==> src/rtl/xor_session_ctrl.sv <==
// xor_session_ctrl
//   Sequencer for the serial XOR-encryption datapath. It opens the load windows
//   for the key and message deserializers on the shared serial pin. It then
//   starts the XOR stage and hands the result to the serializer. It also tracks
//   which key slice each message uses.
//
// Ports
//   clk, rst            clock, asynchronous active-high reset
//   ena                 global enable; low freezes all state and gates pulses/flags
//   iStart, iLoad_key   transaction request (sampled in IDLE) and key-load select
//   oKey_flag           key deserializer load window
//   oMsg_flag           message deserializer load window
//   oKey_byte_sel       key slice index used by the XOR stage
//   oEnc_start/iEnc_done  XOR stage handshake
//   oSer_start/iSer_done  serializer handshake
//   oBusy               state is not IDLE
//   oKey_valid          a full key has been loaded since reset
//   oError              sticky error (bad request, start while busy, timeout)
//   oMsg_count          messages completed since the last key load, saturating
//
// state      | meaning
// -----------+--------------------------------------------------------------
// S_IDLE     | waiting for iStart
// S_LOAD_KEY | key window open, KEY_SIZE enabled cycles
// S_LOAD_MSG | message window open, MSG_SIZE enabled cycles
// S_ENCRYPT  | XOR stage started, waiting for iEnc_done or timeout
// S_SERIALIZE| serializer started, waiting for iSer_done or timeout
module xor_session_ctrl #(
  parameter int KEY_SIZE = 32,
  parameter int MSG_SIZE = 8,
  parameter int TIMEOUT  = 64
) (
  input  logic                                   clk,
  input  logic                                   rst,
  input  logic                                   ena,
  input  logic                                   iStart,
  input  logic                                   iLoad_key,
  output logic                                   oKey_flag,
  output logic                                   oMsg_flag,
  output logic [$clog2(KEY_SIZE/MSG_SIZE)-1:0]   oKey_byte_sel,
  output logic                                   oEnc_start,
  input  logic                                   iEnc_done,
  output logic                                   oSer_start,
  input  logic                                   iSer_done,
  output logic                                   oBusy,
  output logic                                   oKey_valid,
  output logic                                   oError,
  output logic [7:0]                             oMsg_count
);

  localparam int RATIO  = KEY_SIZE / MSG_SIZE;
  localparam int SEL_W  = $clog2(RATIO);
  localparam int BIT_W  = $clog2(KEY_SIZE + 1);
  localparam int WAIT_W = $clog2(TIMEOUT + 1);

  localparam logic [BIT_W-1:0]  KEY_LAST  = BIT_W'(KEY_SIZE - 1);
  localparam logic [BIT_W-1:0]  MSG_LAST  = BIT_W'(MSG_SIZE - 1);
  localparam logic [WAIT_W-1:0] WAIT_LAST = WAIT_W'(TIMEOUT - 1);
  localparam logic [SEL_W-1:0]  SEL_LAST  = SEL_W'(RATIO - 1);

  typedef enum logic [2:0] {
    S_IDLE,
    S_LOAD_KEY,
    S_LOAD_MSG,
    S_ENCRYPT,
    S_SERIALIZE
  } state_t;

  state_t              state_q, state_d;
  logic [BIT_W-1:0]    bit_cnt_q, bit_cnt_d;
  logic [WAIT_W-1:0]   wait_cnt_q, wait_cnt_d;
  logic                pend_q, pend_d;
  logic                key_flag_q, key_flag_d;
  logic                msg_flag_q, msg_flag_d;
  logic                enc_start_q, enc_start_d;
  logic                ser_start_q, ser_start_d;
  logic                busy_q, busy_d;
  logic                key_valid_q, key_valid_d;
  logic                error_q, error_d;
  logic [7:0]          msg_count_q, msg_count_d;
  logic [SEL_W-1:0]    sel_q, sel_d;

  always_ff @(posedge clk or posedge rst) begin
    if (rst) begin
      state_q     <= S_IDLE;
      bit_cnt_q   <= '0;
      wait_cnt_q  <= '0;
      pend_q      <= 1'b0;
      key_flag_q  <= 1'b0;
      msg_flag_q  <= 1'b0;
      enc_start_q <= 1'b0;
      ser_start_q <= 1'b0;
      busy_q      <= 1'b0;
      key_valid_q <= 1'b0;
      error_q     <= 1'b0;
      msg_count_q <= '0;
      sel_q       <= '0;
    end else begin
      state_q     <= state_d;
      bit_cnt_q   <= bit_cnt_d;
      wait_cnt_q  <= wait_cnt_d;
      pend_q      <= pend_d;
      key_flag_q  <= key_flag_d;
      msg_flag_q  <= msg_flag_d;
      enc_start_q <= enc_start_d;
      ser_start_q <= ser_start_d;
      busy_q      <= busy_d;
      key_valid_q <= key_valid_d;
      error_q     <= error_d;
      msg_count_q <= msg_count_d;
      sel_q       <= sel_d;
    end
  end

  always_comb begin
    state_d     = state_q;
    bit_cnt_d   = bit_cnt_q;
    wait_cnt_d  = wait_cnt_q;
    pend_d      = pend_q;
    key_valid_d = key_valid_q;
    error_d     = error_q;
    msg_count_d = msg_count_q;
    sel_d       = sel_q;
    key_flag_d  = 1'b0;
    msg_flag_d  = 1'b0;
    enc_start_d = 1'b0;
    ser_start_d = 1'b0;

    if (ena) begin
      case (state_q)
        S_IDLE: begin
          if (iStart) begin
            if (iLoad_key) begin
              state_d   = S_LOAD_KEY;
              bit_cnt_d = '0;
              error_d   = 1'b0;
            end else if (key_valid_q) begin
              state_d   = S_LOAD_MSG;
              bit_cnt_d = '0;
              error_d   = 1'b0;
            end else begin
              error_d = 1'b1;
            end
          end
        end

        S_LOAD_KEY: begin
          if (bit_cnt_q == KEY_LAST) begin
            state_d     = S_LOAD_MSG;
            bit_cnt_d   = '0;
            key_valid_d = 1'b1;
            msg_count_d = '0;
            sel_d       = '0;
          end else begin
            bit_cnt_d = bit_cnt_q + BIT_W'(1);
          end
        end

        S_LOAD_MSG: begin
          if (bit_cnt_q == MSG_LAST) begin
            state_d    = S_ENCRYPT;
            bit_cnt_d  = '0;
            wait_cnt_d = '0;
            pend_d     = 1'b1;
          end else begin
            bit_cnt_d = bit_cnt_q + BIT_W'(1);
          end
        end

        S_ENCRYPT: begin
          // The start pulse counts as delivered only on an enabled edge;
          // otherwise it is re-issued once ena returns.
          if (enc_start_q) pend_d = 1'b0;
          if (iEnc_done) begin
            state_d    = S_SERIALIZE;
            wait_cnt_d = '0;
            pend_d     = 1'b1;
          end else if (wait_cnt_q == WAIT_LAST) begin
            state_d    = S_IDLE;
            wait_cnt_d = '0;
            pend_d     = 1'b0;
            error_d    = 1'b1;
          end else begin
            wait_cnt_d = wait_cnt_q + WAIT_W'(1);
          end
        end

        S_SERIALIZE: begin
          if (ser_start_q) pend_d = 1'b0;
          if (iSer_done) begin
            state_d     = S_IDLE;
            wait_cnt_d  = '0;
            pend_d      = 1'b0;
            msg_count_d = (msg_count_q == 8'hFF) ? msg_count_q : msg_count_q + 8'd1;
            sel_d       = (sel_q == SEL_LAST) ? '0 : sel_q + SEL_W'(1);
          end else if (wait_cnt_q == WAIT_LAST) begin
            state_d    = S_IDLE;
            wait_cnt_d = '0;
            pend_d     = 1'b0;
            error_d    = 1'b1;
          end else begin
            wait_cnt_d = wait_cnt_q + WAIT_W'(1);
          end
        end

        default: begin
          state_d = S_IDLE;
        end
      endcase

      if (iStart && (state_q != S_IDLE)) error_d = 1'b1;

      key_flag_d  = (state_d == S_LOAD_KEY);
      msg_flag_d  = (state_d == S_LOAD_MSG);
      enc_start_d = (state_d == S_ENCRYPT) && pend_d;
      ser_start_d = (state_d == S_SERIALIZE) && pend_d;
    end

    busy_d = (state_d != S_IDLE);
  end

  assign oKey_flag     = key_flag_q;
  assign oMsg_flag     = msg_flag_q;
  assign oEnc_start    = enc_start_q;
  assign oSer_start    = ser_start_q;
  assign oBusy         = busy_q;
  assign oKey_valid    = key_valid_q;
  assign oError        = error_q;
  assign oMsg_count    = msg_count_q;
  assign oKey_byte_sel = sel_q;

endmodule

==> config.mk <==
export PLATFORM = sky130hd
export DESIGN_NAME = xor_session_ctrl
export DESIGN_NICKNAME = d
export VERILOG_FILES = /design/src/rtl/xor_session_ctrl.sv
export SDC_FILE = /design/constraint.sdc
export NUM_CORES = 1
export LEC_CHECK = 0
export ABC_CLOCK_PERIOD_IN_PS = 2160
export BUFFER_PORTS_ARGS = -buffer_cell sky130_fd_sc_hd__buf_4
export CAP_MARGIN = 15
export CORE_MARGIN = 8
export CORE_UTILIZATION = 56
export CTS_CLUSTER_SIZE = 40
export DETAILED_ROUTE_END_ITERATION = 7
export PLACE_DENSITY = 0.8
export SYNTH_ARGS = -nofsm -noshare
export SYNTH_HDL_FRONTEND = slang
export SYNTH_SLANG_ARGS = --single-unit
==> constraint.sdc <==
create_clock -name clk -period 2.16 [get_ports clk]
set_input_delay 0.54 -clock clk [delete_from_list [all_inputs] [get_ports clk]]
set_output_delay 0.54 -clock clk [all_outputs]
set_load 0.05 [all_outputs]
# Word level (Yosys, flattened, before mapping)
# Cells that the tools add are included.
# totals
register_bits,34
latch_bits,0
ramBits,0
rom_bits,0
in_bits,7
output_inout_bits,17
word_cells,106
n_memories,0
# classes
add_sub_neg,4
mul,0
div,0
order_cmp,0
eq_ne,22
n_shift,0
muxes,51
bitwise_logic,0
reduce_logical,16
# ops
op,count
3-bit 2-to-1 mux,10
6-bit 2-to-1 mux,5
7-bit 2-to-1 mux,4
8-bit 2-to-1 mux,3
7-bit one-hot mux with 3 select lines,1
1-bit 2-to-1 mux,19
6-bit one-hot mux with 3 select lines,1
8-bit one-hot mux with 2 select lines,1
3-bit one-hot mux with 5 select lines,1
3-bit by 2-bit equality test with 1-bit output (second input constant),4
3-bit inequality test (second input constant),4
3-bit nonzero test,4
2-bit inequality test (second input constant),5
5-bit AND reduction,2
8-bit by 1-bit adder with 8-bit output (second input constant),1
8-bit equality test (second input constant),1
4-bit AND reduction,2
7-bit by 1-bit adder with 7-bit output (second input constant),1
7-bit by 6-bit equality test with 1-bit output (second input constant),1
6-bit by 1-bit adder with 6-bit output (second input constant),1
3-bit by 1-bit equality test with 1-bit output (second input constant),2
3-bit equality test (second input constant),2
6-bit by 3-bit equality test with 1-bit output (second input constant),1
6-bit by 5-bit equality test with 1-bit output (second input constant),1
other kinds (10),16

# Logic depth before layout (Yosys ltp)
# depth
depth_word,8
mapped_depth,7
mapped_depth_nobuf,6

# Worst setup path before layout
# Ideal clock, no wire load.
# synth_timing
kind,reg2reg
startpoint,register msg_count_q[0] (netlist: oMsg_count[0])
endpoint,register msg_count_q[5] (netlist: oMsg_count[5])
setup_time_ps,78
t_arrival_ps,1956
required_ps,2082
path_slack_ps,127
stages_incl_launch_ff,7
period_less_slack_ps,2033
path_cell_list,dfrtp_1 -> ha_1 -> nand2_1 -> o31ai_2 -> a21o_1 -> or4_1 -> a21oi_1
# synth_between
elab_chain_len,4
word_cells_on_any_way,7
# synth_lines
element,line_no,source
start: declaration,80,"logic [7:0] msg_count_q, msg_count_d;"
start signal: assignment,110,msg_count_q <= msg_count_d;
8-bit by 1-bit adder with 8-bit output,194,msg_count_d = (msg_count_q == 8'hFF) ? msg_count_q : msg_count_q + 8'd1;
8-bit 2-to-1 mux,194,
8-bit 2-to-1 mux,190,if (iSer_done) begin
8-bit one-hot mux with 2 select lines,130,case (state_q)
# Parallel ways exist; a longest one is shown, timed or not. The select of a mux whose other input is x is not followed.
# A chain may end at the register's enable or synchronous reset.

# Worst setup path after layout
# layout_timing
startpoint,register state_q[1]
endpoint,register msg_flag_q (netlist: oMsg_flag)
# layout_between
elab_chain_len,7
word_cells_on_any_way,17
# layout_lines
element,line_no,source
start: declaration,69,"state_t state_q, state_d;"
start signal: assignment,99,state_q <= state_d;
3-bit 2-to-1 mux,137,end else if (key_valid_q) begin
3-bit 2-to-1 mux,133,if (iLoad_key) begin
3-bit 2-to-1 mux,132,if (iStart) begin
3-bit one-hot mux with 5 select lines (*),130,
3-bit 2-to-1 mux (*),129,if (ena) begin
3-bit by 2-bit equality test with 1-bit output (*),214,msg_flag_d = (state_d == S_LOAD_MSG);
1-bit 2-to-1 mux (*),129,
via msg_flag_d,74,"logic msg_flag_q, msg_flag_d;"
end signal: assignment,104,msg_flag_q <= msg_flag_d;
end: declaration,74,
# Mark *: on every way through the listed nets, which the timed path passes. The rest lies on a longest branch. The select of a mux whose other input is x is not followed.

==> run_results.csv <==
group,metric,value,unit
run_status,status,"finished, final reports clean",
timing,tightestPinTransition,513,ps
route,wl_met1,2.08,mm
timing,report.final.slew_viol_count,0,
setup_path,reg2reg_depth,5,
layout,stdcell_count,288,
setup_path,crit_arrival,2280,ps
run,drv_cap,0,
route,met2_length,1.95,mm
grt,grt_pass1_wl,7.39,mm
grt,grt_use_total,0.173,
cts,cts_tree,"yes",
die,die_h,74.8,um
grt,grt_overflow,0,
route,drtIter0Drc,138,
route,dr_total_vias,1710,
place,hpwl,3.18,mm
place,portBuffers,23,
cts,cts_root_buf,"clkbuf_4",
logic_synthesis,ys_seq_area_frac,0.440,
timing,setup_viol_count_final,0,
route,drc,0,
logic_synthesis,synth_warnings,0,
timing,period_needed,1990,ps
cts,cts_setup_buffers,0,
route,viasPerCell,5.94,
timing,finClkSkew,7.51,ps
layout,drive_gt1_frac,0.215,
timing,setup-tns-final,0,ps
die,start_util,0.580,
power,cellPowerDensity,872,nW/um2
timing,fin_crit_sh,0.921,
die,fp.dieW,74.8,um
timing,fmax,503,MHz
die,io_pins,24,
logic_synthesis,synthCells,208,
cts,cts_buffer_depth,2,
cts,clkTransAtPathRegs,100,ps
route,top_layer,"met4",
timing,hold_violations,0,
setup_path,rr_endpoint,"oMsg_flag",
grt,grt_pass1_vias,1599,
logic_synthesis,synthFlopType,"dfrtp_1",
logic_synthesis,syn_nets,219,
power,ir_drop,559,uV
setup_path,path_class,"reg -> reg",
grt,antenna_found_initial,0,
setup_path,r2r_slack,170,ps
die,rows,21,
layout,post-route-util,0.673,
cts,cts_resized,0,
cts,cts-buffers-inserted,5,
grt,grt_start_max_net_pins,35,
layout,fin_nets,253,
setup_path,crit_fanout,11,
setup_path,cp-start-kind,"register",
route,drtPass1Iterations,5,
setup_path,reg2reg_from,"state_q[1]",
route,wl,4.32,mm
route,wire_per_inst,15.0,um
setup_path,worstSetupEndpointType,"register",
hold_path,hold_class,"in -> async",
die,die_area,5590,um2
route,ant_nets,0,
place,placed_area,2200,um2
timing,max_slew_margin,0.655,
power,p_leak,0.00100,uW
place,place_congestion,0.906,
cts,hold_buffers,0,
logic_synthesis,synth_area,1940,um2
cts,insertion_delay,350,ps
cts,htreeDepth,2,
layout,synthToLayoutAreaGrowth,16.1,%
route,route.met3.wl,221,um
logic_synthesis,synth-edff-count,0,
cts,cts.sinks,34,
setup_path,required,2450,ps
layout,final_area,2250,um2
die,coreArea,3340,um2
layout,insertedDiodeCount,0,
logic_synthesis,syn_area_per_cell,9.31,um2
place,dp.cells,281,
logic_synthesis,ys_seq_elements,34,
logic_synthesis,synthArstFlopShare,1.00,
logic_synthesis,yosysUniqueCellTypes,58,
timing,rsz0062_at_grt,"no",
## area by class of cell
cell class                 count  area [um2]
fill                         278        1090
clock inverter                 2        10.0
clock buffer                   5        37.5
tap                           46        57.6
multi-input combinational    162        1020
sequential                    34         851
timing repair buffer          34         255
inverter                       5        18.8
## critical path, stage by stage (launching register included)
cell and delay, ps:
dfrtp_1 520, or3b_1 550, o22ai_1 280, nand2b_1 150
o211ai_1 250, and3_1 190
## synth_stat cells, types with 5 or more instances
cell type	count	area share
nor3_1	8	0.021
nand2b_1	6	0.019
dfrtp_1	34	0.44
a21oi_1	10	0.026
nand2_1	27	0.052
inv_1	5	0.0097
nor2_1	12	0.023
o21ai_0	21	0.054
nand3_1	10	0.026
## per-stage QoR
step	hold WS (ps)	setup slack, ps	power, uW
after detailed placement	497	218	1640
after global placement	494	229	1620
after global routing	308	0.697	2080
after floorplan	469	127	1420
after CTS	290	168	1970
final	277	171	1960
## report_power, final
part | switching (uW) | internal [uW] | total (uW)
Sequential | 139 | 745 | 883
Combinational | 460 | 285 | 746
Clock | 213 | 117 | 330
Total | 812 | 1150 | 1960
## cells by family after synthesis
logic type               share of synthesized area
AO/OA/AOI/OAI                                0.244
adder cells (fa/ha/maj)                     0.0259
buffers and inverters                       0.0349
flip-flops                                   0.440
multiplexers                                0.0110
AND/OR/NAND/NOR                              0.245
## registers in the layout, indices dropped and copies added, names as in the netlist
register,cells
oKey_byte_sel,2
state_q,3
oBusy,1
oKey_flag,1
pend_q,1
oError,1
bit_cnt_q,6
oSer_start,1
oMsg_flag,1
wait_cnt_q,7
oEnc_start,1
oKey_valid,1
oMsg_count,8
## worst max path at each step
stage	endpoint	from	slack, ps
floorplan	oMsg_count[5]	oMsg_count[0]	130
global placement	oEnc_start	state_q[1]	230
detailed placement	oMsg_flag	state_q[1]	220
CTS	oMsg_flag	state_q[1]	170
global route	bit_cnt_q[0]	bit_cnt_q[1]	0.7
finish	oMsg_flag	state_q[1]	170
## layer usage
metal / track usage / up-vias
li1: - / 845
met4: 0.0761 / 0
met3: 0.0373 / 8
met1: 0.229 / 805
met5: 0 / -
met2: 0.262 / 52
## placed cells by master, fill, tap and decap left out, drive strengths merged, types with 2 or more instances in the layout
cell,instances
ha,4
dfrtp,34
a21o,3
a21oi,10
and3,4
o21a,4
clkbuf,5
nor3,8
o21ai,22
clkinv,2
nor3b,4
o311ai,3
and3b,2
nand3,10
nand2b,6
o32a,2
nand3b,3
buf,34
or3,2
nor2,12
nand2,27
a22o,4
inv,5
o31ai,3
and2,2
o2bb2ai,2
a21boi,4
No activity file was read; power rests on OpenSTA's default activity.
